$ cat src/rtl/cpu_pkg.sv
// rtl/cpu_pkg.sv - shared CPU constants, fetch FSM state type and opcode helper
package cpu_pkg;

  localparam int DEF_ADDR_W = 16;
  localparam int DEF_DATA_W = 16;

  localparam logic [3:0] OP_HLT = 4'hF;

  typedef enum logic [2:0] {
    ST_IDLE  = 3'd0,
    ST_ISSUE = 3'd1,
    ST_WAIT  = 3'd2,
    ST_DRAIN = 3'd3,
    ST_HALT  = 3'd4
  } fetch_state_t;

  function automatic logic is_hlt(input logic [3:0] opcode);
    return opcode == OP_HLT;
  endfunction

endpackage

$ cat src/rtl/fetch_buf.sv
// rtl/fetch_buf.sv - one-entry fetch buffer: tag, data and valid with hit compare
module fetch_buf import cpu_pkg::*; #(
  parameter int ADDR_W = DEF_ADDR_W,
  parameter int DATA_W = DEF_DATA_W
) (
  input  logic              clk,
  input  logic              rst,
  input  logic              wr_en_i,
  input  logic [ADDR_W-1:0] wr_addr_i,
  input  logic [DATA_W-1:0] wr_data_i,
  input  logic [ADDR_W-1:0] rd_addr_i,
  output logic              hit_o,
  output logic [DATA_W-1:0] rd_data_o
);

  logic              valid_q;
  logic [ADDR_W-1:0] addr_q;
  logic [DATA_W-1:0] data_q;

  always_ff @(posedge clk) begin
    if (!rst) begin
      valid_q <= 1'b0;
      addr_q  <= '0;
      data_q  <= '0;
    end else if (wr_en_i) begin
      valid_q <= 1'b1;
      addr_q  <= wr_addr_i;
      data_q  <= wr_data_i;
    end
  end

  assign hit_o     = valid_q && (addr_q == rd_addr_i);
  assign rd_data_o = data_q;

endmodule

$ cat src/rtl/fetch_ctrl.sv
// rtl/fetch_ctrl.sv - instruction fetch responder: multi-cycle memory reads, refetch buffer, HLT/timeout latching
module fetch_ctrl import cpu_pkg::*; #(
  parameter int ADDR_W  = DEF_ADDR_W,
  parameter int DATA_W  = DEF_DATA_W,
  parameter int TIMEOUT = 15
) (
  input  logic              clk,
  input  logic              rst,
  input  logic [ADDR_W-1:0] pc_addr,
  input  logic              fetch_req,
  input  logic              redirect,
  output logic [ADDR_W-1:0] mem_addr,
  output logic              mem_en,
  input  logic [DATA_W-1:0] mem_data,
  input  logic              mem_valid,
  output logic [DATA_W-1:0] instruction,
  output logic [ADDR_W-1:0] instr_pc,
  output logic              instr_valid,
  output logic              pc_stall,
  output logic              halted,
  output logic              fetch_err
);

  localparam int CNT_W = $clog2(TIMEOUT + 1);

  fetch_state_t      state_q, state_d;
  logic [CNT_W-1:0]  cnt_q, cnt_d;
  logic [ADDR_W-1:0] mem_addr_q, mem_addr_d;
  logic              mem_en_q, mem_en_d;
  logic [DATA_W-1:0] instruction_q, instruction_d;
  logic [ADDR_W-1:0] instr_pc_q, instr_pc_d;
  logic              instr_valid_q, instr_valid_d;
  logic              halted_q, halted_d;
  logic              fetch_err_q, fetch_err_d;

  logic              buf_hit, buf_we;
  logic [DATA_W-1:0] buf_data;
  logic              timed_out;

  fetch_buf #(.ADDR_W(ADDR_W), .DATA_W(DATA_W)) u_buf (
    .clk       (clk),
    .rst       (rst),
    .wr_en_i   (buf_we),
    .wr_addr_i (mem_addr_q),
    .wr_data_i (mem_data),
    .rd_addr_i (pc_addr),
    .hit_o     (buf_hit),
    .rd_data_o (buf_data)
  );

  // Counter runs across WAIT and DRAIN; the last allowed cycle is TIMEOUT-1.
  assign timed_out = (cnt_q == CNT_W'(TIMEOUT - 1));

  always_ff @(posedge clk) begin
    if (!rst) begin
      state_q       <= ST_IDLE;
      cnt_q         <= '0;
      mem_addr_q    <= '0;
      mem_en_q      <= 1'b0;
      instruction_q <= '0;
      instr_pc_q    <= '0;
      instr_valid_q <= 1'b0;
      halted_q      <= 1'b0;
      fetch_err_q   <= 1'b0;
    end else begin
      state_q       <= state_d;
      cnt_q         <= cnt_d;
      mem_addr_q    <= mem_addr_d;
      mem_en_q      <= mem_en_d;
      instruction_q <= instruction_d;
      instr_pc_q    <= instr_pc_d;
      instr_valid_q <= instr_valid_d;
      halted_q      <= halted_d;
      fetch_err_q   <= fetch_err_d;
    end
  end

  always_comb begin
    state_d = state_q;
    cnt_d   = cnt_q;
    case (state_q)
      ST_IDLE: begin
        if (fetch_req) begin
          if (!buf_hit) state_d = ST_ISSUE;
          else if (is_hlt(buf_data[DATA_W-1 -: 4])) state_d = ST_HALT;
        end
      end
      ST_ISSUE: begin
        state_d = ST_WAIT;
        cnt_d   = '0;
      end
      ST_WAIT: begin
        cnt_d = cnt_q + 1'b1;
        if (mem_valid) begin
          if (!redirect && is_hlt(mem_data[DATA_W-1 -: 4])) state_d = ST_HALT;
          else state_d = ST_IDLE;
        end else if (timed_out) begin
          state_d = ST_HALT;
        end else if (redirect) begin
          state_d = ST_DRAIN;
        end
      end
      ST_DRAIN: begin
        cnt_d = cnt_q + 1'b1;
        if (mem_valid) state_d = ST_IDLE;
        else if (timed_out) state_d = ST_HALT;
      end
      ST_HALT: state_d = ST_HALT;
      default: state_d = ST_IDLE;
    endcase
  end

  always_comb begin
    mem_addr_d    = mem_addr_q;
    mem_en_d      = 1'b0;
    instruction_d = instruction_q;
    instr_pc_d    = instr_pc_q;
    instr_valid_d = 1'b0;
    halted_d      = halted_q;
    fetch_err_d   = fetch_err_q;
    buf_we        = 1'b0;
    case (state_q)
      ST_IDLE: begin
        if (fetch_req) begin
          if (buf_hit) begin
            instruction_d = buf_data;
            instr_pc_d    = pc_addr;
            instr_valid_d = 1'b1;
            halted_d      = is_hlt(buf_data[DATA_W-1 -: 4]);
          end else begin
            mem_addr_d = pc_addr;
            mem_en_d   = 1'b1;
          end
        end
      end
      ST_WAIT: begin
        if (mem_valid) begin
          buf_we = 1'b1;
          if (!redirect) begin
            instruction_d = mem_data;
            instr_pc_d    = mem_addr_q;
            instr_valid_d = 1'b1;
            halted_d      = is_hlt(mem_data[DATA_W-1 -: 4]);
          end
        end else if (timed_out) begin
          fetch_err_d = 1'b1;
          halted_d    = 1'b1;
        end
      end
      ST_DRAIN: begin
        if (mem_valid) begin
          buf_we = 1'b1;
        end else if (timed_out) begin
          fetch_err_d = 1'b1;
          halted_d    = 1'b1;
        end
      end
      default: ;
    endcase
  end

  assign pc_stall    = (state_q != ST_IDLE) || (fetch_req && !buf_hit);
  assign mem_addr    = mem_addr_q;
  assign mem_en      = mem_en_q;
  assign instruction = instruction_q;
  assign instr_pc    = instr_pc_q;
  assign instr_valid = instr_valid_q;
  assign halted      = halted_q;
  assign fetch_err   = fetch_err_q;

endmodule

$ cat config.mk
export PLATFORM = sky130hd
export DESIGN_NAME = fetch_ctrl
export DESIGN_NICKNAME = d
export VERILOG_FILES = /design/src/rtl/cpu_pkg.sv /design/src/rtl/fetch_buf.sv /design/src/rtl/fetch_ctrl.sv
export SDC_FILE = /design/constraint.sdc
export NUM_CORES = 1
export LEC_CHECK = 0
export BUFFER_PORTS_ARGS = -buffer_cell sky130_fd_sc_hd__buf_4
export CAP_MARGIN = 20
export CORE_AREA = 2 2 132 134
export DETAILED_ROUTE_END_ITERATION = 8
export DIE_AREA = 0 0 134 136
export PLACE_DENSITY = 0.46
export SYNTH_ARGS = -nofsm -noshare
export SYNTH_HDL_FRONTEND = slang
export SYNTH_HIERARCHICAL = 1
export SYNTH_SLANG_ARGS = --single-unit
$ cat constraint.sdc
create_clock -name clk -period 4.1 [get_ports clk]
set_input_delay 0.615 -clock clk [delete_from_list [all_inputs] [get_ports clk]]
set_output_delay 0.615 -clock clk [all_outputs]
set_load 0.02 [all_outputs]
[After elaboration in Yosys (flattened, before gate mapping)]
Index checks and enable logic that the tools add are counted.
Cells by class
  $lt $le $gt $ge: 0
  multiply operators: 0
  shift operators: 0
  reduce and logical (&&, ||, !) cells: 18
  bitwise logic cells: 2
  div/mod/pow operators: 0
  eq/ne operators: 17
  muxes and demuxes: 36
  add/subtract/negate cells: 1
Operator list (number)
  $mux 16: 8
  $pmux 16 s2: 2
  $mux 3: 9
  $eq 16x16->1: 1
  $pmux 3 s5: 1
  $mux 1: 13
  $eq 4x4->1 const B: 3
  $ne 2x2->1 const B: 5
  $reduce_and 5->1: 2
  $ne 3x3->1 const B: 3
  $reduce_and 3->1: 3
  $pmux 4 s2: 1
  $eq 3x2->1 const B: 2
  $reduce_bool 3->1: 2
  $add 4x1->4 const B: 1
  $ne 4x4->1 const B: 1
  $reduce_and 4->1: 1
  $reduce_bool 2->1: 2
  $eq 3x1->1 const B: 1
  $eq 3x3->1 const B: 1
  $logic_and 1x1->1: 3
  $logic_not 3->1: 1
  $pmux 1 s3: 1
  $logic_not 1->1: 2
  other kinds (4): 5
Storage, ports and cells
  RAM bits: 0
  bits in latches: 0
  flip-flop bits (word level): 92
  memories: 0
  input bits: 37
  bits in read-only memories: 0
  output and inout bits: 53
  logic and storage cells: 86

[Logic depth before layout (Yosys ltp)]
  depth after elaboration: 5
  mapped depth: 10

[Cells and area by module]
The synthesis kept the hierarchy.
Modules (own cells, without submodules)
  fetch_ctrl: cells an instance 331, instances 1, area an instance 2743.9 um^2
  fetch_buf: cells an instance 127, instances 1, area an instance 1408.9 um^2

[Worst setup path before layout]
No wires, ideal clock.
  path type: input -> register
  from: input pc_addr[14]
  to: register mem_addr_q[11], in the netlist mem_addr[11]
  required time: 4029 ps
  setup time: 71 ps
  slack: 1663 ps
  arrival time: 2367 ps
  stages: 10
  path buffers: 2
  path through: xor2_1 > nor4_1 > nand4_1 > nor4_2 > nand2b_1 > or2_1 > clkbuf_1 > buf_2 > nand2_1 > a21oi_1
Between the ends
  word-level cells in the longest chain between the ends: 4
Ends and longest elaborated chain
  start: declaration: line fetch_ctrl.sv:9  | input logic [ADDR_W-1:0] pc_addr,
  $eq 16x16->1: line fetch_buf.sv:32  | assign hit_o = valid_q && (addr_q == rd_addr_i);
  $logic_and 1x1->1: line fetch_buf.sv:32
  named net buf_hit: line fetch_ctrl.sv:36  | logic buf_hit, buf_we;
  $not 1->1 (no line)
  $reduce_and 3->1 (no line)
  end signal: assignment: line fetch_ctrl.sv:68  | mem_addr_q <= mem_addr_d;
  end: declaration: line fetch_ctrl.sv:28  | logic [ADDR_W-1:0] mem_addr_q, mem_addr_d;
The timed path passes the listed nets, and every way through them passes these cells.
A chain may end at the register's enable or synchronous reset.

[Worst setup path after layout]
  from: input pc_addr[14]
  to: output pc_stall
Between the ends
  word-level cells in the longest chain between the ends: 5
Ends and longest elaborated chain
  $eq 16x16->1: line fetch_buf.sv:32
  $logic_and 1x1->1: line fetch_buf.sv:32
  named net buf_hit: line fetch_ctrl.sv:36
  $logic_not 1->1: line fetch_ctrl.sv:162  | assign pc_stall = (state_q != ST_IDLE) || (fetch_req && !buf_hit);
  $logic_and 1x1->1: line fetch_ctrl.sv:162
  $logic_or 1x1->1: line fetch_ctrl.sv:162
  end: declaration: line fetch_ctrl.sv:19  | output logic pc_stall,
The timed path passes the listed nets, and every way through them passes these cells.

==> results.md <==
- In this run the power spent charging and discharging nets is 822.2 uW.
- Clock-pin slew was measured on the worst setup and hold paths at 0.07 ns.
- The worst setup path is captured at an output port.
- Traced cell by cell, the critical path runs through buf_4, xor2_1, nor4_1, nand4_1, nor4_2, nand2b_1, nand2b_1, buf_4.
- The worst hold path begins at u_buf/valid_q.
- The internal power of the cells totals 1664 uW.
- The number of cell instances on the worst register-to-register path is 8.
- The floorplan core area is 0.01688 mm^2.
- For the pin with the worst max-slew slack, the measured transition is 1.069 ns.
- The switching portion of total power is 33.07%.
- The path class of the tightest hold or removal check is register to register.
- The synthesized netlist devotes 19.73% of its cell area to simple gates.
- The average footprint of a synthesized cell is 9.067 um^2.
- Leaving out fill and tap cells, the most frequent cells in the layout are sky130_fd_sc_hd__buf_4, sky130_fd_sc_hd__dfxtp_1, sky130_fd_sc_hd__nand2_1.
- The post-route worst hold slack is 0.4576 ns.
- Measured against its own limit, the worst slew margin works out to 28.71%.
- The number of sinks handled by clock tree synthesis is 92.
- The most used flip-flop cell after synthesis is sky130_fd_sc_hd__dfxtp_1.
- The hold buffer count at CTS is 0.
- The flow ran to the end, and the final reports show no timing, DRC or antenna violations.
- In this run the worst path has a maximum fanout of 5.
- STA classifies the critical path startpoint as an input port.
- The die extent in x is 134 um.
- The clock insertion delay at the later pin of the skew report is 0.35 ns.
- TritonCTS built the clock tree.
- The combinational family with the most area after synthesis is simple AND/OR/NAND/NOR gates.
- The delay contributed by the slowest stage of the critical path is 0.41 ns.
- After detailed routing, the number of vias per cell comes to 4.614.
- The tree is rooted in a sky130_fd_sc_hd__clkbuf_16.
- The max-cap violation count is 0.
- Routability-driven placement finished with a final weighted congestion of 0.7377.
- The shortest period the worst path allows is 2.857 ns.
- For this run, the top clock speed supported by timing is 350.0 MHz.
- The library cell contributing the largest single delay on the critical path is sky130_fd_sc_hd__nor4_2.
- The via count is 3,493.
- The post-synthesis compound-gate area fraction is 18.62%.
- STA puts the critical path data arrival time at 2.24 ns.
- For this run the aggregate overflow at the end of global routing stands at 0.
- Post-CTS timing repair inserted 0 buffers for setup.
- The number of buffers and inverters on the critical path is 2.
- The number of cell rows is 48.
- The DRC violation count after routing is 0.
- Synthesis instantiated 42 different standard cells from the library.
- The maximum buffer depth of the clock tree is 2.
- The logic depth of the worst path, buffers included is 8.
- The number of filler cells placed in the layout is 1,750.
- For this run, the number of Yosys warnings is 6.
- The number of flops mapped to enable cells by yosys is 0.
- The total of flip-flops plus latches after synthesis is 92.
- The number of buffers inserted during clock tree synthesis is 9.
- In the synthesized netlist the async set-or-reset flop fraction comes to 0%.
- The worst flop-to-flop path endpoint is mem_addr[15].
- The synthesized instance count is 458.
- Data on the critical path is required at its endpoint by 3.48 ns.
- The H-tree was split into 3 levels.
- The net count of the finished layout is 566.
- The final clock period utilization by the worst path is 69.68%.
- The startpoint identified for the worst register-to-register timing path is u_buf/addr_q[14].
- In the final layout, the share of cells above drive strength 1 is 25.75%.
- Port buffering added 89 buffers.
- The library cell used most frequently in the layout, excluding fill and tap cells, is sky130_fd_sc_hd__buf_4.
- The power density over cell area is 468.1 mW/mm^2.
- For this configuration, the core starts out at a cell density of 24.61%.
- Including well taps, the total number of placed cells is 740.
- The number of antenna cells inserted is 0.
- Summing the sequential cell areas from Yosys gives 44.35% of the chip area.
- Setup repair after global routing left no endpoint under its margin.
- The number of standard cells in the final layout excluding fillers is 757.
- The post-synth net total is 497.
- The global-route wire length before repair is 18,520 um.
- The height of the die is 136 um.
- The final HPWL from detailed placement is 7838 um.
- The analysis attributes to cell leakage a power of 0.001813 uW.
- The via count of the first global-routing pass is 3,389.
- The xor and xnor fraction of the mapped netlist area is 3.375%.
- From synthesis to final layout, the design area changed by 27.90%.
- The clock skew after layout is 0.007637 ns.
- IR analysis of the VDD net gives a maximum drop of 248.8 uV.
- The share of total power in the clock network is 35.0%.
- Combinational logic burns 23.7% of the power.
- Grouping stages by cell kind, the critical path spends the most delay in simple AND/OR/NAND/NOR gates.
- The die area is 0.01822 mm^2.
- The number of failing hold endpoints at the final stage is 0.
- After the first detailed-routing iteration, the DRC count stood at 173.
- The detailed-route wire length is 11,840 um.
- Entering global routing, the biggest net connects 66 pins.
- Once detail routing completed, the nets flagged for antenna violations numbered 0.
- The pre-antenna-repair detailed-routing pass consisted of 4 iterations.
- The final count of negative-setup-slack endpoints is 0.
- 90 I/O pins were placed.
- The all-layer global routing usage is 13.17%.
- The final number of max-transition violations was 0.
- The register-to-register path setup slack is 1.56 ns.
- Per report_power, the sequential group accounts for 41.4% of the total.
- Summing every instance area after synthesis gives 0.004153 mm^2.
- Following the worst setup path forward leads to its endpoint at pc_stall.
- The final setup TNS is 0 ns.
- The kind of critical path is input port to output port.
- The detailed-route wire length per cell is 15.64 um.
- The critical path startpoint is pc_addr[14].
- The initial antenna violation count is 0.
- Measured against the total synthesized area, the mux share comes to 8.497%.
- The synthesized netlist devotes 0.6026% of its cell area to adder and majority cells.
- The count of instances resized after the clock tree is built is 0.
==> registers in the layout, indices dropped and copies added (netlist names) <==
register	count
u_buf/valid_q	1
fetch_err	1
u_buf/rd_data_o	16
u_buf/addr_q	16
mem_en	1
halted	1
state_q	3
instr_pc	16
mem_addr	16
instr_valid	1
cnt_q	4
instruction	16
==> per-stage QoR <==
stage / total power (uW) / utilization (%) / setup WS (ns) / cell area (um^2)
3_3_place_gp: 1638 / 29.53 / 1.244 / 4984
6_report: 2486 / 31.47 / 1.243 / 5311
3_5_place_dp: 1645 / 29.53 / 1.155 / 4984
4_1_cts: 2522 / 31.35 / 1.241 / 5291
5_1_grt: 2618 / 31.47 / 1.028 / 5311
2_1_floorplan: 1418 / - / 1.663 / 4153
==> layer usage <==
layer | global-route usage (%) | vias up | routed length (um)
li1 | - | 1736 | -
met2 | 21.51 | 67 | 5565
met1 | 16.44 | 1676 | 5514
met5 | 0 | - | 0
met4 | 5.556 | 0 | 225
met3 | 3.505 | 14 | 532
==> kinds of logic after synthesis <==
logic type | Yosys count
AOI/OAI and AO/OA | 101
xor gates and xnor gates | 16
adders and majority gates | 2
buffers and inverters | 40
DFF | 92
muxes | 35
and+or+nand+nor | 172
==> layout make-up <==
cell class	count	area [um^2]	share of cell area [%]
Clock inverter	7	82.58	1.555
Sequential cell	92	1842	34.68
Inverter	3	11.26	0.2120
Tap cell	225	281.5	5.300
Multi-Input combinational cell	326	2131	40.12
Clock buffer	9	225.2	4.240
Timing Repair Buffer	95	738.2	13.90
==> how the worst min path moves through the flow <==
stage                    endpoint  slack, ns  cells after the start
floorplan           u_buf/valid_q       0.43                      1
global placement    u_buf/valid_q       0.43                      1
detailed placement  u_buf/valid_q       0.44                      1
CTS                 u_buf/valid_q       0.46                      1
global route        u_buf/valid_q       0.48                      1
finish              u_buf/valid_q       0.46                      1
==> power by group through the flow <==
stage	logic (uW)	registers (uW)	clock network (uW)
floorplan	340	1080	0
detailed placement	594	1050	0
finish	589	1030	869
CTS	596	1030	896
global placement	590	1050	0
global route	644	1040	935
==> cells in the mapped netlist (4+ instances only) <==
cell                        n  share of area (%)
sky130_fd_sc_hd__a21oi_1   21                2.5
sky130_fd_sc_hd__a311oi_1  15                3.2
sky130_fd_sc_hd__a311oi_2  17                6.1
sky130_fd_sc_hd__buf_2     10                1.2
sky130_fd_sc_hd__buf_4      4               0.72
sky130_fd_sc_hd__clkbuf_1  20                1.8
sky130_fd_sc_hd__dfxtp_1   92                 44
sky130_fd_sc_hd__mux2i_1   33                8.0
sky130_fd_sc_hd__nand2_1   68                6.1
sky130_fd_sc_hd__nand4_1    5               0.75
sky130_fd_sc_hd__nor2_1    44                4.0
sky130_fd_sc_hd__nor2b_1   35                5.3
sky130_fd_sc_hd__o21ai_0   34                4.1
sky130_fd_sc_hd__xnor2_1   12                2.5
sky130_fd_sc_hd__xor2_1     4               0.84
(Power assumes the default switching activity.)
